**src/rtl/inst_fetch_resp.sv**
```systemverilog
// Instruction-fetch responder: direct-mapped instruction buffer answering hits in the same
// cycle, with misses fetched over a single-outstanding req/ack instruction bus.
module inst_fetch_resp #(
    parameter int unsigned IDX_W = 2
) (
    input  logic        clk,
    input  logic        rst,
    input  logic        ce_i,
    input  logic [31:0] pc_i,
    input  logic        inv_i,
    output logic [31:0] inst_o,
    output logic        stallreq_o,
    output logic        bus_req_o,
    output logic [31:0] bus_addr_o,
    input  logic        bus_ack_i,
    input  logic [31:0] bus_rdata_i
);

    localparam int unsigned DEPTH = 1 << IDX_W;
    localparam int unsigned TAG_W = 30 - IDX_W;

    typedef enum logic {StIdle, StBusy} state_e;

    state_e state, state_next;

    logic [DEPTH-1:0] valid;
    logic [TAG_W-1:0] tag_mem  [DEPTH];
    logic [31:0]      data_mem [DEPTH];

    logic [31:0]      bus_addr_next;
    logic [IDX_W-1:0] pc_idx, fill_idx;
    logic [TAG_W-1:0] pc_tag, fill_tag;
    logic             hit, miss, fill;
    logic             unused_pc;

    assign pc_idx    = pc_i[IDX_W+1:2];
    assign pc_tag    = pc_i[31:IDX_W+2];
    assign fill_idx  = bus_addr_o[IDX_W+1:2];
    assign fill_tag  = bus_addr_o[31:IDX_W+2];
    assign unused_pc = ^pc_i[1:0];

    assign hit  = ce_i && valid[pc_idx] && (tag_mem[pc_idx] == pc_tag);
    assign miss = ce_i && !hit;

    // The request line is simply the BUSY state, so it is registered and drops on reset.
    assign bus_req_o = (state == StBusy);

    always_comb begin
        state_next    = state;
        bus_addr_next = bus_addr_o;
        fill          = 1'b0;
        stallreq_o    = 1'b0;
        inst_o        = '0;
        unique case (state)
            StIdle: begin
                if (miss) begin
                    stallreq_o    = 1'b1;
                    state_next    = StBusy;
                    bus_addr_next = {pc_i[31:2], 2'b00};
                end else if (hit) begin
                    inst_o = data_mem[pc_idx];
                end
            end
            StBusy: begin
                // PC is frozen on the missing address; stall even if it now looks like a hit.
                stallreq_o = ce_i;
                if (bus_ack_i) begin
                    fill       = 1'b1;
                    state_next = StIdle;
                end
            end
        endcase
    end

    always_ff @(posedge clk or negedge rst) begin
        if (!rst) begin
            state      <= StIdle;
            bus_addr_o <= '0;
            valid      <= '0;
        end else begin
            state      <= state_next;
            bus_addr_o <= bus_addr_next;
            if (inv_i) begin
                valid <= '0;
            end else if (fill) begin
                valid[fill_idx] <= 1'b1;
            end
        end
    end

    always_ff @(posedge clk) begin
        if (fill) begin
            tag_mem[fill_idx]  <= fill_tag;
            data_mem[fill_idx] <= bus_rdata_i;
        end
    end

endmodule

```
**config.mk**
```make
export PLATFORM = sky130hd
export DESIGN_NAME = inst_fetch_resp
export DESIGN_NICKNAME = d
export VERILOG_FILES = /design/src/rtl/inst_fetch_resp.sv
export SDC_FILE = /design/constraint.sdc
export NUM_CORES = 1
export LEC_CHECK = 0
export ABC_AREA = 1
export BUFFER_PORTS_ARGS = -buffer_cell sky130_fd_sc_hd__buf_2
export CAP_MARGIN = 20
export CORE_MARGIN = 2
export CORE_UTILIZATION = 58
export DETAILED_ROUTE_END_ITERATION = 7
export PLACE_DENSITY = 0.8
export SLEW_MARGIN = 10
export SYNTH_ARGS = -nofsm -noshare
export SYNTH_HDL_FRONTEND = slang
export SYNTH_SLANG_ARGS = --single-unit
```
**constraint.sdc**
```tcl
create_clock -name clk -period 6.4 [get_ports clk]
set_input_delay 0.32 -clock clk [delete_from_list [all_inputs] [get_ports clk]]
set_output_delay 0.32 -clock clk [all_outputs]
set_load 0.005 [all_outputs]
```
==> key figures, run 1 <==
Clock tree
  • # clock sinks: 275
  • Htree depth: 1
  • Clock buffer depth: 3
  • PostCTS Resize Cnt: 0
  • CTS root buf: clkbuf_16
  • CTS tree: yes
  • Clk_lat worst skew: 0.53 ns
  • Clock Pin Slew Worst Setup and Hold Paths: 0.06 ns
  • # Post-CTS Setup Buffers: 0
  • CTS Hold Bufs: 4
  • Total CTS buffers: 27

Timing
  • Fmax: 233 MHz
  • Final Slew Violations: 0
  • Final setup vio count: 0
  • Min Tclk post-route: 4.29 ns
  • RSZ-0062 raised after global routing: no
  • Period utilization: 67.0%
  • Clock skew: 0.0195 ns
  • Final hold vios: 0
  • Slew @ Worst Pin: 0.921 ns
  • Worst rel slew slack: 38.6%
  • Worst Slack Setup Final: 2.11 ns
  • Final TNS setup: 0 ns

Floorplanning
  • Die area: 20400 sq um
  • Num rows: 50
  • Initial core utilization: 59.5%
  • Core ar.: 18800 sq um
  • IO Count: 135
  • Chip width: 143 microns
  • Die Height: 143 microns

Yosys
  • YS warnings: 0
  • Post-Syn Instances: 963
  • Syn_area_per_cell: 11.6 sq um
  • Yosys top cell by area: edfxtp_1
  • Mapped cell area: 11200 sq um
  • Synth top area share: 64.6%
  • FF+latch count, synth: 275
  • Sequential fraction of the synthesis area: 72.4%
  • Synth area leaders: edfxtp_1, nand2_1, dfrtp_1, nand3_1, a32o_1
  • Post-synth cell types: 22

Global routing
  • Vias in the first global route: 7533
  • First-pass GRT wire length: 38100 microns
  • Gr usage total: 24.3%
  • Met2 usage: 40.8%
  • M1 GR Usage: 32.2%
  • GRT Max-Usage Layer: met2
  • Total gr overflow: 0
  • Initial antenna violation count: 1
  • Largest net degree at the start of global routing: 107
  • Met3 usage: 4.29%

Detailed routing
  • Iteration count of the initial detailed-routing pass: 5
  • DRT antenna net count: 0
  • Routed WL: 24600 microns
  • Iter 0 DRT Violations: 654
  • Via Count: 7687
  • DRC Markers: 0
  • Via-to-Cell Ratio: 5.72
  • Average wire per standard cell: 18.3 microns

Power and ir drop
  • LEAKAGE: 0.00535 uW
  • PwrDens: 329 nW/um^2
  • Maximum vdd drop: 0.000281 V

Job
  • Max-cap viol count: 0

Worst setup path
  • R2R Setup Slk: 3.88 ns
  • WP data arrival: 3.97 ns
  • CP required: 6.08 ns
  • Startpoint types: primary input
  • Critical path class: primary input to primary output
  • CP Capture Type: primary output
  • Crit path max fanout: 73

Finish
  • Layout cell share with drive strength beyond 1: 18.0%
  • Layout Cells excl Fill: 1345
  • Fillers: 1276
  • Commonest non-fill, non-tap cell in the layout: nand2_1
  • Most frequent cells in the layout: nand2_1, edfxtp_1, buf_2
  • P&R area growth vs syn: 17.0%
  • NumNets Final: 1159

Placement
  • Port Buf Inserts: 130
  • Inst Count DP: 1289
  • Pre-CTS setup slack: 2.07 ns
  • DP HPWL: 14100 microns
  • Final Wtd Congestion: 0.751

Min path
  • Hold crit path type: primary input to flip-flop

Status
  • Status: completed
[critical path, stage by stage]
cell	delay, ns
buf_4	0.24
clkinv_2	0.62
buf_4	0.63
nand2_1	0.15
nand3_1	0.09
nand2_1	0.09
nand2_1	0.05
nand2_1	0.06
nand2_1	0.05
nor2_1	0.11
nand2_1	0.08
nor2_1	0.21
nand3_2	0.67
nor2_1	0.38
buf_2	0.17
[layer usage]
layer	up-vias	wire, microns
li1	3605	-
met1	3691	9860
met2	344	12200
met3	45	2000
met4	2	589
met5	-	7
[sequential cells by signal, summed over array words and instances (netlist names)]
signal      count
data_mem      128
tag_mem       112
bus_addr_o     30
valid           4
bus_req_o       1
[layout make-up]
type	count	area, sq um	area share, %
Tap cell	234	293	2.24
Antenna cell	1	2.50	0.0192
Sequential cell	275	8080	61.9
Inverter	29	110	0.843
Clock inverter	18	274	2.10
Timing Repair Buffer	151	853	6.53
Clock buffer	31	711	5.44
Multi-Input combinational cell	606	2740	20.9
[kinds of logic after synthesis]
logic type / synth area share, %
flops: 72.4
simple gates: 19.5
buf+inv: 3.35
compound gates: 4.66
other cells: 0.0336
xor+xnor: 0.0785
[final timing paths]
path | cells past startpoint | endpoint | startpoint
setup / recovery | 15 | inst_o[8] | pc_i[2]
hold / removal | 1 | data_mem[1][7] | bus_rdata_i[7]
setup reg to reg | 14 | bus_req_o | tag_mem[0][5]
hold reg to reg | 2 | valid[3] | valid[3]
max in group asynchronous | 2 | bus_addr_o[4] | rst
min in group asynchronous | 2 | bus_addr_o[24] | rst
[power breakdown]
part           internal [uW]  switching, uW
clock                   1080            645
combinational            128            248
sequential              2120           78.5
[Yosys cell counts (all sizes together)]
cell	count
a21oi	34
a32o	32
buf	27
clkbuf	27
conb	1
dfrtp	35
edfxtp	240
inv	29
nand2	357
nand3	104
nand3b	10
nand4	1
nor2	55
nor3	4
o21ai	6
xnor2	1
[per-stage QoR]
step           total power (uW)  hold WS [ns]  utilization (%)  instance area (sq um)
2_1_floorplan              2440        0.0244                -                  11200
3_3_place_gp               2580         0.479             63.9                  12000
3_5_place_dp               2600         0.486             63.9                  12000
4_1_cts                    4300       0.00445             69.3                  13000
5_1_grt                    4440       0.00126             69.6                  13100
6_report                   4300        0.0156             69.6                  13100
Note: power is estimated with default switching activity, not from simulation.
==> inputs of run 2 (changes only) <==
- CORE_UTILIZATION: 58 -> 52
- PLACE_DENSITY: 0.8 -> 0.75
- clock period: 6.4 -> 3.7 ns (I/O delays scaled with it)
==> key figures, run 2 (synthesized netlist as in run 1, its figures left out) <==
Finish
  • NumNets Final: 1222
  • Most frequent cells in the layout: nand2_1, edfxtp_1, buf_2
  • P&R area growth vs syn: 22.7%
  • Commonest non-fill, non-tap cell in the layout: nand2_1
  • Layout cell share with drive strength beyond 1: 17.0%
  • Top reg by flops: data_mem
  • Largest registers: data_mem (128), tag_mem (112), bus_addr_o (30)
  • Number of flip-flops in the largest register: 128
  • Fillers: 1517
  • Fin util: 65.1%

Timing
  • Worst Slack Setup Final: 0.905 ns
  • Clock skew: 0.00942 ns
  • Worst rel slew slack: 38.9%
  • Fmax: 358 MHz
  • Final hold vios: 0
  • Final setup vio count: 0
  • Slew @ Worst Pin: 0.916 ns
  • Period utilization: 75.6%
  • Final Slew Violations: 0
  • Min Tclk post-route: 2.80 ns
  • RSZ-0062 raised after global routing: no
  • Hold_ws: 0.0864 ns

Floorplanning
  • Die area: 22700 sq um
  • IO Count: 135
  • Die Height: 151 microns
  • Chip width: 151 microns
  • Num rows: 53
  • Initial core utilization: 53.1%
  • Core ar.: 21000 sq um

Global routing
  • Largest net degree at the start of global routing: 94
  • Total gr overflow: 0
  • Initial antenna violation count: 2
  • First-pass GRT wire length: 39600 microns
  • Gr usage total: 22.7%
  • Vias in the first global route: 7670

Detailed routing
  • Iter 0 DRT Violations: 582
  • Average wire per standard cell: 17.6 microns
  • Via Count: 7860
  • DRC Markers: 0
  • Iteration count of the initial detailed-routing pass: 5
  • Via-to-Cell Ratio: 5.42
  • DRT antenna net count: 0
  • Routed WL: 25500 microns

Status
  • Status: completed

Placement
  • Final Wtd Congestion: 0.776
  • DP HPWL: 14300 microns
  • Port Buf Inserts: 130
  • Pre-CTS setup slack: 0.952 ns

Power and ir drop
  • PwrDens: 538 nW/um^2
  • LEAKAGE: 0.00560 uW
  • Maximum vdd drop: 0.000494 V

Clock tree
  • CTS root buf: clkbuf_16
  • Htree depth: 1
  • # Post-CTS Setup Buffers: 0
  • Total CTS buffers: 27
  • Clock buffer depth: 3
  • # clock sinks: 275
  • CTS tree: yes
  • CTS Hold Bufs: 63
  • Clock Pin Slew Worst Setup and Hold Paths: 0.06 ns
  • PostCTS Resize Cnt: 0
  • Clk_lat worst skew: 0.53 ns

Worst setup path
  • Crit path max fanout: 36
  • Critical path, cell by cell: buf_4, buf_4, nand2_1, nand3_1, nand3_1, nand2_1, nand2_1, nor2_1, nand2_1, nor2_1, nand2_1, nand2_2, o21ai_1, buf_2
  • CP Capture Type: primary output
  • WP data arrival: 2.61 ns
  • CP max-delay cell: buf_4
  • Most used cell, CP: nand2_1
  • Startpoint types: primary input
  • CP required: 3.51 ns
  • Peak per-stage delay on the critical path: 0.44 ns
  • Critical path class: primary input to primary output

Job
  • Max-cap viol count: 0

Min path
  • Hold crit path type: primary input to flip-flop
[run 2: worst paths after layout]
| path | from | end | slack, ns | cells past startpoint |
|---|---|---|---|---|
| min in group asynchronous | rst | bus_addr_o[11] | 0.34 | 2 |
| min | pc_i[2] | bus_addr_o[2] | 0.09 | 3 |
| max reg2reg | tag_mem[3][16] | bus_addr_o[19] | 1.48 | 14 |
| min reg2reg | valid[1] | valid[1] | 0.51 | 2 |
| max | pc_i[2] | stallreq_o | 0.90 | 14 |
| max in group asynchronous | rst | bus_addr_o[28] | 2.79 | 2 |
[run 2: cell type report]
type                    instances  area [sq um]  share of cell area, %
flip-flops and latches        275          8080                   59.0
multi-input cells             606          2730                   19.9
repair buffers                214          1480                   10.8
clock buffers                  33           728                   5.32
well taps                     275           344                   2.51
clock inverters                17           213                   1.55
inverters                      29           110                  0.804
diodes                          2          5.00                 0.0365
[run 2: layer usage]
metal	wire [microns]	global-route usage [%]	part of all wire [%]	vias up
li1	-	-	-	3729
met1	10400	29.4	41	3797
met2	12600	39.7	50	289
met3	1800	3.36	7.1	45
met4	605	6.98	2.4	0
met5	0	0	0	-
[run 2: through the flow]
step                      TNS [ns]  total power (uW)  instances  instance area [sq um]
after floorplan            -358.81              4210        964                  11200
after global placement           0              4470       1336                  12100
after detailed placement         0              4510       1336                  12100
after CTS                        0              7390       1449                  13700
after global routing             0              7620       1451                  13700
final                            0              7360       1451                  13700
[run 2: worst max-delay path: cells and delay by family]
family,cells,cell delay (ns)
buffers and inverters,3,0.90
AO/OA/AOI/OAI,1,0.20
AND/OR/NAND/NOR,10,1.29
[run 2: power breakdown]
part | switching, uW | internal, uW | leakage (uW)
logic | 434 | 265 | 0.00252
clock network | 1110 | 1740 | 0.000457
registers | 140 | 3670 | 0.00262
total | 1690 | 5670 | 0.00560
